==> config.mk <==
export PLATFORM = sky130hd
export DESIGN_NAME = program_loader
export DESIGN_NICKNAME = d
export VERILOG_FILES = /design/src/rtl/program_loader.sv
export SDC_FILE = /design/constraint.sdc
export NUM_CORES = 1
export LEC_CHECK = 0
export ABC_CLOCK_PERIOD_IN_PS = 5600
export CORE_MARGIN = 2
export CORE_UTILIZATION = 49
export DETAILED_ROUTE_END_ITERATION = 7
export PLACE_DENSITY = 0.77
export RECOVER_POWER = 50
export SYNTH_ARGS = -nofsm -noshare
export SYNTH_HDL_FRONTEND = slang
export SYNTH_SLANG_ARGS = --single-unit
==> constraint.sdc <==
create_clock -name clk -period 5.6 [get_ports clk]
set_input_delay 1.12 -clock clk [delete_from_list [all_inputs] [get_ports clk]]
set_output_delay 1.12 -clock clk [all_outputs]
set_load 0.03 [all_outputs]
==> src/rtl/program_loader.sv <==
// program_loader: turns a serial byte stream (count, 6-byte instructions,
// XOR checksum) into program-memory writes, holding the CPU in reset until
// the whole image has arrived with a good checksum.
// Latency: one WRITE cycle per instruction after its 6th byte; done/error one
// cycle after the checksum byte. Backpressure: byte_ready low in WRITE/DONE/ERROR.
//
// Ports:
//   clk, reset                 clock, asynchronous active-high reset
//   byte_in/byte_valid/byte_ready  load stream, transfer when valid & ready
//   prog_we/prog_addr          one-cycle write strobe and word index
//   prog_opcode/operand/data   assembled instruction fields (held between writes)
//   cpu_hold                   processor reset, released only on a good load
//   load_done/load_error       sticky completion status
//   word_count                 words written so far in this load
module program_loader #(
    parameter int DATA_WIDTH = 16,
    parameter int ADDR_WIDTH = 16
) (
    input  logic                  clk,
    input  logic                  reset,
    input  logic [7:0]            byte_in,
    input  logic                  byte_valid,
    output logic                  byte_ready,
    output logic                  prog_we,
    output logic [ADDR_WIDTH-1:0] prog_addr,
    output logic [DATA_WIDTH-1:0] prog_opcode,
    output logic [DATA_WIDTH-1:0] prog_operand,
    output logic [DATA_WIDTH-1:0] prog_data,
    output logic                  cpu_hold,
    output logic                  load_done,
    output logic                  load_error,
    output logic [15:0]           word_count
);

    typedef enum logic [2:0] {
        CNT_HI,
        CNT_LO,
        BODY,
        WRITE,
        CHECK,
        DONE,
        ERROR
    } state_t;

    state_t                state_q;
    state_t                state_d;

    logic [7:0]            cnt_hi_q;
    logic [15:0]           n_q;
    logic [2:0]            pos_q;
    logic [7:0]            stg_q [0:4];
    logic [7:0]            xor_q;
    logic [15:0]           word_cnt_q;

    logic                  byte_ready_q;
    logic                  prog_we_q;
    logic [ADDR_WIDTH-1:0] prog_addr_q;
    logic [DATA_WIDTH-1:0] opcode_q;
    logic [DATA_WIDTH-1:0] operand_q;
    logic [DATA_WIDTH-1:0] data_q;
    logic                  cpu_hold_q;
    logic                  load_done_q;
    logic                  load_error_q;

    logic                  accept;
    logic                  last_word;

    // byte_ready_q is registered from the next state, so it always matches
    // the current state except while in reset (where it is forced low).
    assign accept    = byte_valid && byte_ready_q;
    assign last_word = (word_cnt_q == n_q - 16'd1);

    always_comb begin
        state_d = state_q;
        case (state_q)
            CNT_HI: if (accept) state_d = CNT_LO;
            CNT_LO: if (accept) state_d = ({cnt_hi_q, byte_in} != 16'd0) ? BODY : CHECK;
            BODY:   if (accept && pos_q == 3'd5) state_d = WRITE;
            WRITE:  state_d = last_word ? CHECK : BODY;
            CHECK:  if (accept) state_d = (byte_in == xor_q) ? DONE : ERROR;
            DONE:   state_d = DONE;
            ERROR:  state_d = ERROR;
            default: state_d = CNT_HI;
        endcase
    end

    always_ff @(posedge clk or posedge reset) begin
        if (reset) begin
            state_q      <= CNT_HI;
            cnt_hi_q     <= '0;
            n_q          <= '0;
            pos_q        <= '0;
            for (int i = 0; i < 5; i++) stg_q[i] <= '0;
            xor_q        <= '0;
            word_cnt_q   <= '0;
            byte_ready_q <= 1'b0;
            prog_we_q    <= 1'b0;
            prog_addr_q  <= '0;
            opcode_q     <= '0;
            operand_q    <= '0;
            data_q       <= '0;
            cpu_hold_q   <= 1'b1;
            load_done_q  <= 1'b0;
            load_error_q <= 1'b0;
        end else begin
            state_q   <= state_d;
            prog_we_q <= 1'b0;

            case (state_q)
                CNT_HI: begin
                    if (accept) begin
                        cnt_hi_q <= byte_in;
                        xor_q    <= xor_q ^ byte_in;
                    end
                end
                CNT_LO: begin
                    if (accept) begin
                        n_q   <= {cnt_hi_q, byte_in};
                        xor_q <= xor_q ^ byte_in;
                        pos_q <= '0;
                    end
                end
                BODY: begin
                    if (accept) begin
                        xor_q <= xor_q ^ byte_in;
                        if (pos_q == 3'd5) begin
                            // Last byte of the instruction: publish all three
                            // fields together so they are stable for the strobe.
                            pos_q       <= '0;
                            prog_we_q   <= 1'b1;
                            prog_addr_q <= ADDR_WIDTH'(word_cnt_q);
                            opcode_q    <= DATA_WIDTH'({stg_q[0], stg_q[1]});
                            operand_q   <= DATA_WIDTH'({stg_q[2], stg_q[3]});
                            data_q      <= DATA_WIDTH'({stg_q[4], byte_in});
                        end else begin
                            stg_q[pos_q] <= byte_in;
                            pos_q        <= pos_q + 3'd1;
                        end
                    end
                end
                WRITE: begin
                    word_cnt_q <= word_cnt_q + 16'd1;
                end
                default: ;
            endcase

            byte_ready_q <= (state_d == CNT_HI) || (state_d == CNT_LO) ||
                            (state_d == BODY)   || (state_d == CHECK);
            cpu_hold_q   <= (state_d != DONE);
            load_done_q  <= (state_d == DONE);
            load_error_q <= (state_d == ERROR);
        end
    end

    assign byte_ready   = byte_ready_q;
    assign prog_we      = prog_we_q;
    assign prog_addr    = prog_addr_q;
    assign prog_opcode  = opcode_q;
    assign prog_operand = operand_q;
    assign prog_data    = data_q;
    assign cpu_hold     = cpu_hold_q;
    assign load_done    = load_done_q;
    assign load_error   = load_error_q;
    assign word_count   = word_cnt_q;

endmodule

# After elaboration in Yosys (flattened, before gate mapping)
# Index checks and enable logic that the tools add are counted.
# op_classes
n_eq_ne	17
n_lt_le_gt_ge	2
n_reduce_logical	17
bitwise	3
addsub	3
n_mux	18
# op_table
cell	count
$bwmux 40	1
$mux 3	9
$demux 8 s3	1
$eq 3x3->1 const B	7
$pmux 3 s7	1
$add 16x1->16 const B	1
$eq 16x16->1	1
$reduce_bool 16->1	1
$sub 16x1->16 const B	1
$eq 3x2->1 const B	3
$reduce_and 3->1	3
$eq 8x8->1	1
$mux 8	1
$xor 8x8->8	1
$eq 3x1->1 const B	2
$logic_not 3->1	2
$pmux 3 s2	1
$reduce_and 2->1	3
$ge 4x4->1 const B	1
$lt 4x1->1 const B	1
$ne 2x2->1 const B	2
$not 3->4	1
$add 3x1->3 const B	1
$logic_and 1x1->1	3
7 further kinds	11
# word_totals
word_cells	80
ff_bits	163
output_inout_bits	85
inputBits	11

# Logic depth before layout (Yosys ltp)
# Gate-level depths: netlist of the first run.
# depth
word_depth	8
mapped_depth	9
ltp_nobuf	9

# Worst setup path before layout of the first run
# OpenSTA, ideal clock, no wires.
# synth_path
path_type	in2reg
startpoint	in byte_valid
endpoint	reg data_q[10], in the netlist prog_data[10]
required_time_ns	5.475
arrival_time_ns	2.762
path_buffers	2
setup_slack_ns	2.713
cell_stages	6
setup_time_ns	0.125
cell_sequence	nand3_1 or3_1 nor3_1 buf_2 buf_2 mux2_2
# synth_between
elab_chain_len	2
# synth_lines
element	line	rtl
from (decl)	22	input logic byte_valid,
$logic_and 1x1->1	70	assign accept = byte_valid && byte_ready_q;
$reduce_and 3->1 (no line)	-	
to (signal assigned)	134	data_q <= DATA_WIDTH'({stg_q[4], byte_in});
to (decl)	60	logic [DATA_WIDTH-1:0] data_q;
# No other way between the ends.
# A chain may end at the register's enable or synchronous reset.

# Worst setup path in the final report of the first run
# layout_path
startpoint	in byte_valid
endpoint	reg byte_ready_q, in the netlist byte_ready
# layout_between
elab_chain_len	8
elab_cells_between_ends	14
classes_between	eq/ne (3); mux (5); reduce/logical (6)
# layout_lines
element	line	rtl
$logic_and 1x1->1 (*)	70	
$logic_and 1x1->1	78	BODY: if (accept && pos_q == 3'd5) state_d = WRITE;
$mux 3	78	
$pmux 3 s7 (*)	75	case (state_q)
$eq 3x1->1 or $logic_not 3->1 (tied branches)	147	byte_ready_q <= (state_d == CNT_HI) || (state_d == CNT_LO) ||
$logic_or 1x1->1 (2 in series)	147	
$logic_or 1x1->1 (*)	148	(state_d == BODY) || (state_d == CHECK);
to (signal assigned)	147	
to (decl)	55	logic byte_ready_q;
# Mark *: on every way between the ends. The rest lies on a longest branch, timed or not.

==> flow_summary_export.csv, run 1 <==
group,metric,value,unit
global_routing,globalRouteTotalUtil,21.2,%
final_layout,final_common_cell,"dfrtp_1",
critical_path,cp-start-kind,"primary input",
final_layout,layout_common_cells,"dfrtp_1, mux2_2, clkdlybuf4s50_1",
final_layout,final_cells,805,
detailed_routing,wl,14600,um
final_layout,syn2layout_area_growth,24.1,%
clocking,hold_buffers,0,
clocking,post-cts-setup-buffers,0,
critical_path,rrSetupSlack,2.77,ns
final_layout,drive_above_1_share,27.2,%
clocking,cts_buffers,17,
status,status,"finished, violations left",
pwr,seq_power_share,42.4,%
timing,fin_crit_sh,63.7,%
final_layout,num_antenna_cells,0,
pwr,ir_drop,295,uV
synthesis,netlist_instances,519,
floorplanning,fp-row-count,43,
status,violations,"capacitance limit, slew limit",
floorplanning,dieHeight,123,um
detailed_routing,vias,4465,
final_layout,fin_util,62.2,%
timing,min_period,3.56,ns
synthesis,ys_warn_count,0,
clocking,htreeDepth,4,
timing,clock.fmax,281,MHz
place,hpwl,9600,um
floorplanning,die_w,123,um
timing,tightest_slew,2.57,ns
critical_path,critPathKind,"primary input to flop",
critical_path,cp-end-kind,"flop",
job,max-cap-violations,1,
hold_path,min-delay-start,"xor_q[6]$_DFFE_PP0P_",
timing,rsz0062_at_grt,"no",
critical_path,r2r-start,"n_q[0]$_DFFE_PP0P_",
hold_path,worst_hold_path.endpoint,"xor_q[6]$_DFFE_PP0P_",
global_routing,antenna_found_initial,0,
global_routing,grt_remaining_overflow,0,
pwr,clock_power_share,25.4,%
synthesis,synth.avg_cell_area,13.4,um^2
pwr,p_int,2.99,mW
global_routing,grt_max_degree,67,
detailed_routing,drt_first_pass_iters,4,
clocking,cts_sinks,163,
synthesis,syn_area,0.00696,mm^2
place,place.gp.congestion,0.843,
timing,slew-limit-headroom,-72.0,%
floorplanning,die-area,0.0152,mm^2
critical_path,arrival,3.87,ns
detailed_routing,wire_per_inst,18.1,um
clocking,insertion_delay,0.42,ns
hold_path,holdPathStages,1,
detailed_routing,drt-initial-drc-count,199,
critical_path,r2r_cells,9,
critical_path,cp_cell_sequence,"dlygate4sd3_1 -> nand3_1 -> or3_1 -> nor3_2 -> buf_4 -> a21oi_1 -> a22o_1",
pwr,p_switching,1.54,mW
floorplanning,io_pins,96,
place,io_buffer_count,95,
place,placed_cells,774,
detailed_routing,vias_per_cell,5.55,
timing,hold_violations,0,
synthesis,async_reset_ff_share,100,%
critical_path,cp-startpoint,"byte_valid",
global_routing,grt_pass1_vias,4705,
timing,tns,0,ns
synthesis,synth_edf_count,0,
timing,skew,0.00617,ns
critical_path,crit_path_top_delay_cell,"buf_4",
timing,setup_violations,0,
timing,slew_violations,60,
critical_path,r2r-end,"byte_ready$_DFF_PP0_",
synthesis,synth_nets,532,
critical_path,cp_max_fo,66,
detailed_routing,drc,0,
global_routing,grt_pass1_wl,24300,um
clocking,clk_pin_slew,0.06,ns
synthesis,ys_seq_area_share,58.6,%
clocking,cts_root_buf,"clkbuf_16",
pwr,cellPowerDensity,524,mW/mm^2
clocking,postCtsResizedCells,0,
floorplanning,initial_core_util,50.2,%
clocking,cts_tree,"yes",
critical_path,worstPathRequired,5.90,ns
pwr,switching_share,34.0,%
final_layout,fin_nets,626,
synthesis,yosysUniqueCellTypes,49,
floorplanning,core,0.0139,mm^2
pwr,p_leak,3.86,nW
pwr,combPwrFrac,32.2,%
hold_path,min_path_type,"flop to flop",
synthesis,ys.flop_type,"dfrtp_1",
synthesis,synth_seq_cells,163,
critical_path,slowest_delay,0.71,ns
detailed_routing,drtAntennaViolNets,0,
clocking,clock_path_buffers,2,
==> per-layer routing <==
| layer | GRT usage, % | routed length, um | up-vias |
|---|---|---|---|
| met5 | 0 | 0 | - |
| met4 | 7.88 | 217 | 0 |
| met3 | 5.63 | 833 | 18 |
| met2 | 34.1 | 7090 | 121 |
| met1 | 27.5 | 6460 | 2292 |
| li1 | - | - | 2034 |
==> worst max-delay path by stage <==
| stage | endpoint |
|---|---|
| 2_1_floorplan | byte_ready$_DFF_PP0_ |
| 3_3_place_gp | prog_data[4]$_DFFE_PP0P_ |
| 3_5_place_dp | prog_data[5]$_DFFE_PP0P_ |
| 4_1_cts | byte_ready$_DFF_PP0_ |
| 5_1_grt | state_q[1]$_DFF_PP0_ |
| 6_report | byte_ready$_DFF_PP0_ |
==> layout make-up <==
type                    instances  area [um^2]
clock buffers                  23          488
clock inverters                 8          100
multi-input cells             320         2720
flip-flops and latches        163         4080
repair buffers                100          985
inverters                      11         42.5
fillers                      1051         5240
well taps                     180          225
==> synth_stat cells (2+ instances only) <==
cell type,instances,area share [%]
o22ai_1,2,0.18
xor2_1,13,1.6
o21ai_0,12,0.86
mux2_2,126,20
buf_6,3,0.49
a21oi_1,7,0.50
o211ai_1,2,0.22
and3_1,2,0.18
and4_1,4,0.50
clkbuf_1,13,0.70
or4_1,3,0.32
nand2_1,26,1.4
nor2b_1,2,0.18
nor4_1,7,0.63
nor3_1,8,0.58
buf_2,8,0.58
nor2_1,16,0.86
nand3b_1,3,0.32
o2111ai_1,2,0.25
a211oi_1,3,0.32
a22oi_1,3,0.32
nor3_2,3,0.43
dfrtp_1,162,58
nand4_1,5,0.45
ha_1,2,0.36
xnor2_1,38,4.8
nand3_1,12,0.86
inv_1,11,0.59
==> logic make-up (layout without fill, tap and decap cells) <==
logic type	count (synthesis)	in the layout	synth area share [%]
AO/OA/AOI/OAI	41	41	3.83
XOR/XNOR	51	51	6.42
adder cells (fa/ha/maj)	2	2	0.359
buffers and inverters	36	142	2.41
flip-flops	163	163	58.6
multiplexers	126	126	20.4
AND/OR/NAND/NOR	100	100	8.01
==> registers in the layout, indices dropped and copies added, names as in the netlist <==
register,count
state_q,3
prog_data,16
load_error,1
prog_opcode,16
cpu_hold,1
n_q,16
prog_we,1
load_done,1
word_count,16
cnt_hi_q,8
pos_q,3
prog_addr,16
prog_operand,16
stg_q,40
byte_ready,1
xor_q,8
==> power by group through the flow <==
stage	Sequential, mW	Combinational [mW]	Clock [mW]
finish	1.92	1.46	1.15
global route	1.98	1.57	1.23
CTS	1.92	1.48	1.17
detailed placement	1.93	1.46	0
global placement	1.90	1.41	0
floorplan	2.08	0.817	0
==> critical path: cells and delay by family <==
family | cells | cell delay (ns)
buf+inv | 2 | 1.34
compound gates | 2 | 0.44
simple gates | 3 | 0.92
==> per-stage QoR <==
step | hold WS (ns) | setup WS, ns | power [mW] | area (um^2)
CTS | 0.498 | 2.16 | 4.57 | 8650
global placement | 0.478 | 1.81 | 3.31 | 8060
global route | 0.508 | 1.63 | 4.79 | 8640
finish | 0.494 | 2.04 | 4.53 | 8640
detailed placement | 0.486 | 1.72 | 3.39 | 8060
floorplan | 0.464 | 0.0767 | 2.90 | 6960
Note: power is estimated with default switching activity, not from simulation.
==> run 2: changes to the inputs <==
- ABC_CLOCK_PERIOD_IN_PS: 5600 -> 3200
- clock period: 5.6 -> 3.2 ns (I/O delays scaled with it)
==> flow_summary_export.csv, run 2 (same netlist as run 1, synthesis figures left out) <==
group,metric,value,unit
final_layout,fin_nets,641,
place,io_buffer_count,95,
timing,hold_violations,0,
final_layout,final_cells,821,
final_layout,syn2layout_area_growth,26.1,%
global_routing,globalRouteTotalUtil,21.4,%
clocking,postCtsResizedCells,0,
timing,slew-limit-headroom,0.466,%
clocking,post-cts-setup-buffers,0,
final_layout,largest_reg_flops,40,
critical_path,crit_path_top_delay_cell,"or4b_4",
hold_path,holdPathStages,1,
global_routing,grt_pass1_wl,24500,um
critical_path,cp-end-kind,"flop",
detailed_routing,vias,4514,
detailed_routing,drc,0,
floorplanning,core,0.0139,mm^2
hold_path,min_path_type,"flop to flop",
pwr,seq_power_share,42.0,%
place,placed_cells,789,
clocking,clock_path_buffers,2,
timing,setup_ws,0.413,ns
pwr,p_int,5.28,mW
pwr,clock_power_share,25.7,%
place,place.gp.congestion,0.862,
timing,tightest_slew,1.48,ns
critical_path,rrSetupSlack,0.41,ns
timing,rsz0062_at_grt,"no",
critical_path,cp_cell_sequence,"inv_1 -> ha_1 -> or4b_4 -> or4_1 -> o311ai_1 -> a31o_1 -> o2111ai_1 -> o221a_1 -> a22o_1",
clocking,cts_tree,"yes",
global_routing,antenna_found_initial,0,
detailed_routing,wl,14700,um
hold_path,min-delay-start,"xor_q[5]$_DFFE_PP0P_",
pwr,combPwrFrac,32.3,%
place,dp_slack,0.313,ns
place,hpwl,9820,um
final_layout,fin_area,0.00878,mm^2
critical_path,cp-startpoint,"n_q[0]$_DFFE_PP0P_",
job,max-cap-violations,1,
critical_path,r2r-start,"n_q[0]$_DFFE_PP0P_",
floorplanning,die_w,123,um
detailed_routing,drt-initial-drc-count,311,
critical_path,r2r_cells,9,
global_routing,grt_pass1_vias,4758,
critical_path,cp-start-kind,"flop",
timing,whs,0.493,ns
timing,slew_violations,0,
clocking,hold_buffers,0,
timing,fin_crit_sh,87.1,%
timing,skew,0.0117,ns
detailed_routing,vias_per_cell,5.50,
clocking,cts_sinks,163,
pwr,fin_total_pwr,7.98,mW
pwr,p_leak,3.88,nW
floorplanning,initial_core_util,50.2,%
final_layout,fin_util,63.3,%
timing,clock.fmax,359,MHz
clocking,clk_pin_slew,0.06,ns
global_routing,grt_max_degree,58,
critical_path,worstPathRequired,3.51,ns
critical_path,critPathKind,"flop to flop",
floorplanning,io_pins,96,
timing,min_period,2.79,ns
critical_path,r2r-end,"byte_ready$_DFF_PP0_",
pwr,p_switching,2.70,mW
status,status,"finished, violations left",
timing,tns,0,ns
status,violations,"capacitance limit",
global_routing,grt_remaining_overflow,0,
pwr,switching_share,33.8,%
final_layout,final_common_cell,"dfrtp_1",
floorplanning,die-area,0.0152,mm^2
hold_path,worst_hold_path.endpoint,"xor_q[5]$_DFFE_PP0P_",
pwr,cellPowerDensity,908,mW/mm^2
floorplanning,dieHeight,123,um
timing,setup_violations,0,
place,placed_cell_area,0.00821,mm^2
critical_path,slowest_delay,0.53,ns
floorplanning,fp-row-count,43,
clocking,cts_root_buf,"clkbuf_16",
final_layout,layout_common_cells,"dfrtp_1, mux2_2, clkdlybuf4s50_1",
final_layout,drive_above_1_share,28.4,%
detailed_routing,drtAntennaViolNets,0,
critical_path,cp_max_fo,6,
pwr,ir_drop,555,uV
clocking,cts_buffers,17,
critical_path,arrival,3.09,ns
detailed_routing,drt_first_pass_iters,5,
detailed_routing,wire_per_inst,17.9,um
clocking,htreeDepth,4,
clocking,insertion_delay,0.42,ns
final_layout,num_antenna_cells,0,
final_layout,regMostFlops,"stg_q",
==> run 2: cell types whose count changed in the layout (fill, tap and decap cells not counted), sizes merged <==
cell | before | now
clkbuf | 24 | 27
clkdlybuf4s50 | 75 | 91
buf | 4 | 14
dlygate4sd3 | 20 | 4
clkinvlp | 2 | 4
bufinv | 2 | 3
==> run 2: layout make-up <==
| cell class | count | area (um^2) |
|---|---|---|
| Sequential cell | 163 | 4080 |
| Timing Repair Buffer | 115 | 1110 |
| Clock inverter | 11 | 153 |
| Inverter | 11 | 42.5 |
| Clock buffer | 21 | 450 |
| Fill cell | 1077 | 5100 |
| Multi-Input combinational cell | 320 | 2720 |
| Tap cell | 180 | 225 |
==> run 2: power by group through the flow <==
stage	clock network, mW	registers, mW	logic, mW
finish	2.05	3.35	2.57
global placement	0	3.33	2.50
CTS	2.09	3.35	2.62
floorplan	0	3.64	1.43
detailed placement	0	3.37	2.59
global route	2.19	3.46	2.78
==> run 2: critical path: cells and delay by family, from the launching register on <==
family                   cells  cell delay (ns)
adder cells (fa/ha/maj)      1             0.25
flip-flops                   1             0.41
buffers and inverters        1             0.09
AND/OR/NAND/NOR              2             1.06
AO/OA/AOI/OAI                5             0.87
==> run 2: worst max-delay path by stage <==
stage,slack [ns],cells past startpoint,end
floorplan,0.49,1,byte_ready$_DFF_PP0_
global placement,0.38,6,prog_opcode[10]$_DFFE_PP0P_
detailed placement,0.31,6,prog_operand[4]$_DFFE_PP0P_
CTS,0.42,9,byte_ready$_DFF_PP0_
global route,0.30,9,byte_ready$_DFF_PP0_
finish,0.41,9,byte_ready$_DFF_PP0_
==> run 2: metal layers <==
| metal | vias up | GRT usage [%] | routed length, um |
|---|---|---|---|
| met3 | 29 | 5.81 | 857 |
| met2 | 148 | 34.8 | 7190 |
| met4 | 0 | 8.17 | 366 |
| met1 | 2274 | 27.3 | 6260 |
| li1 | 2063 | - | - |
| met5 | - | 0 | 0 |
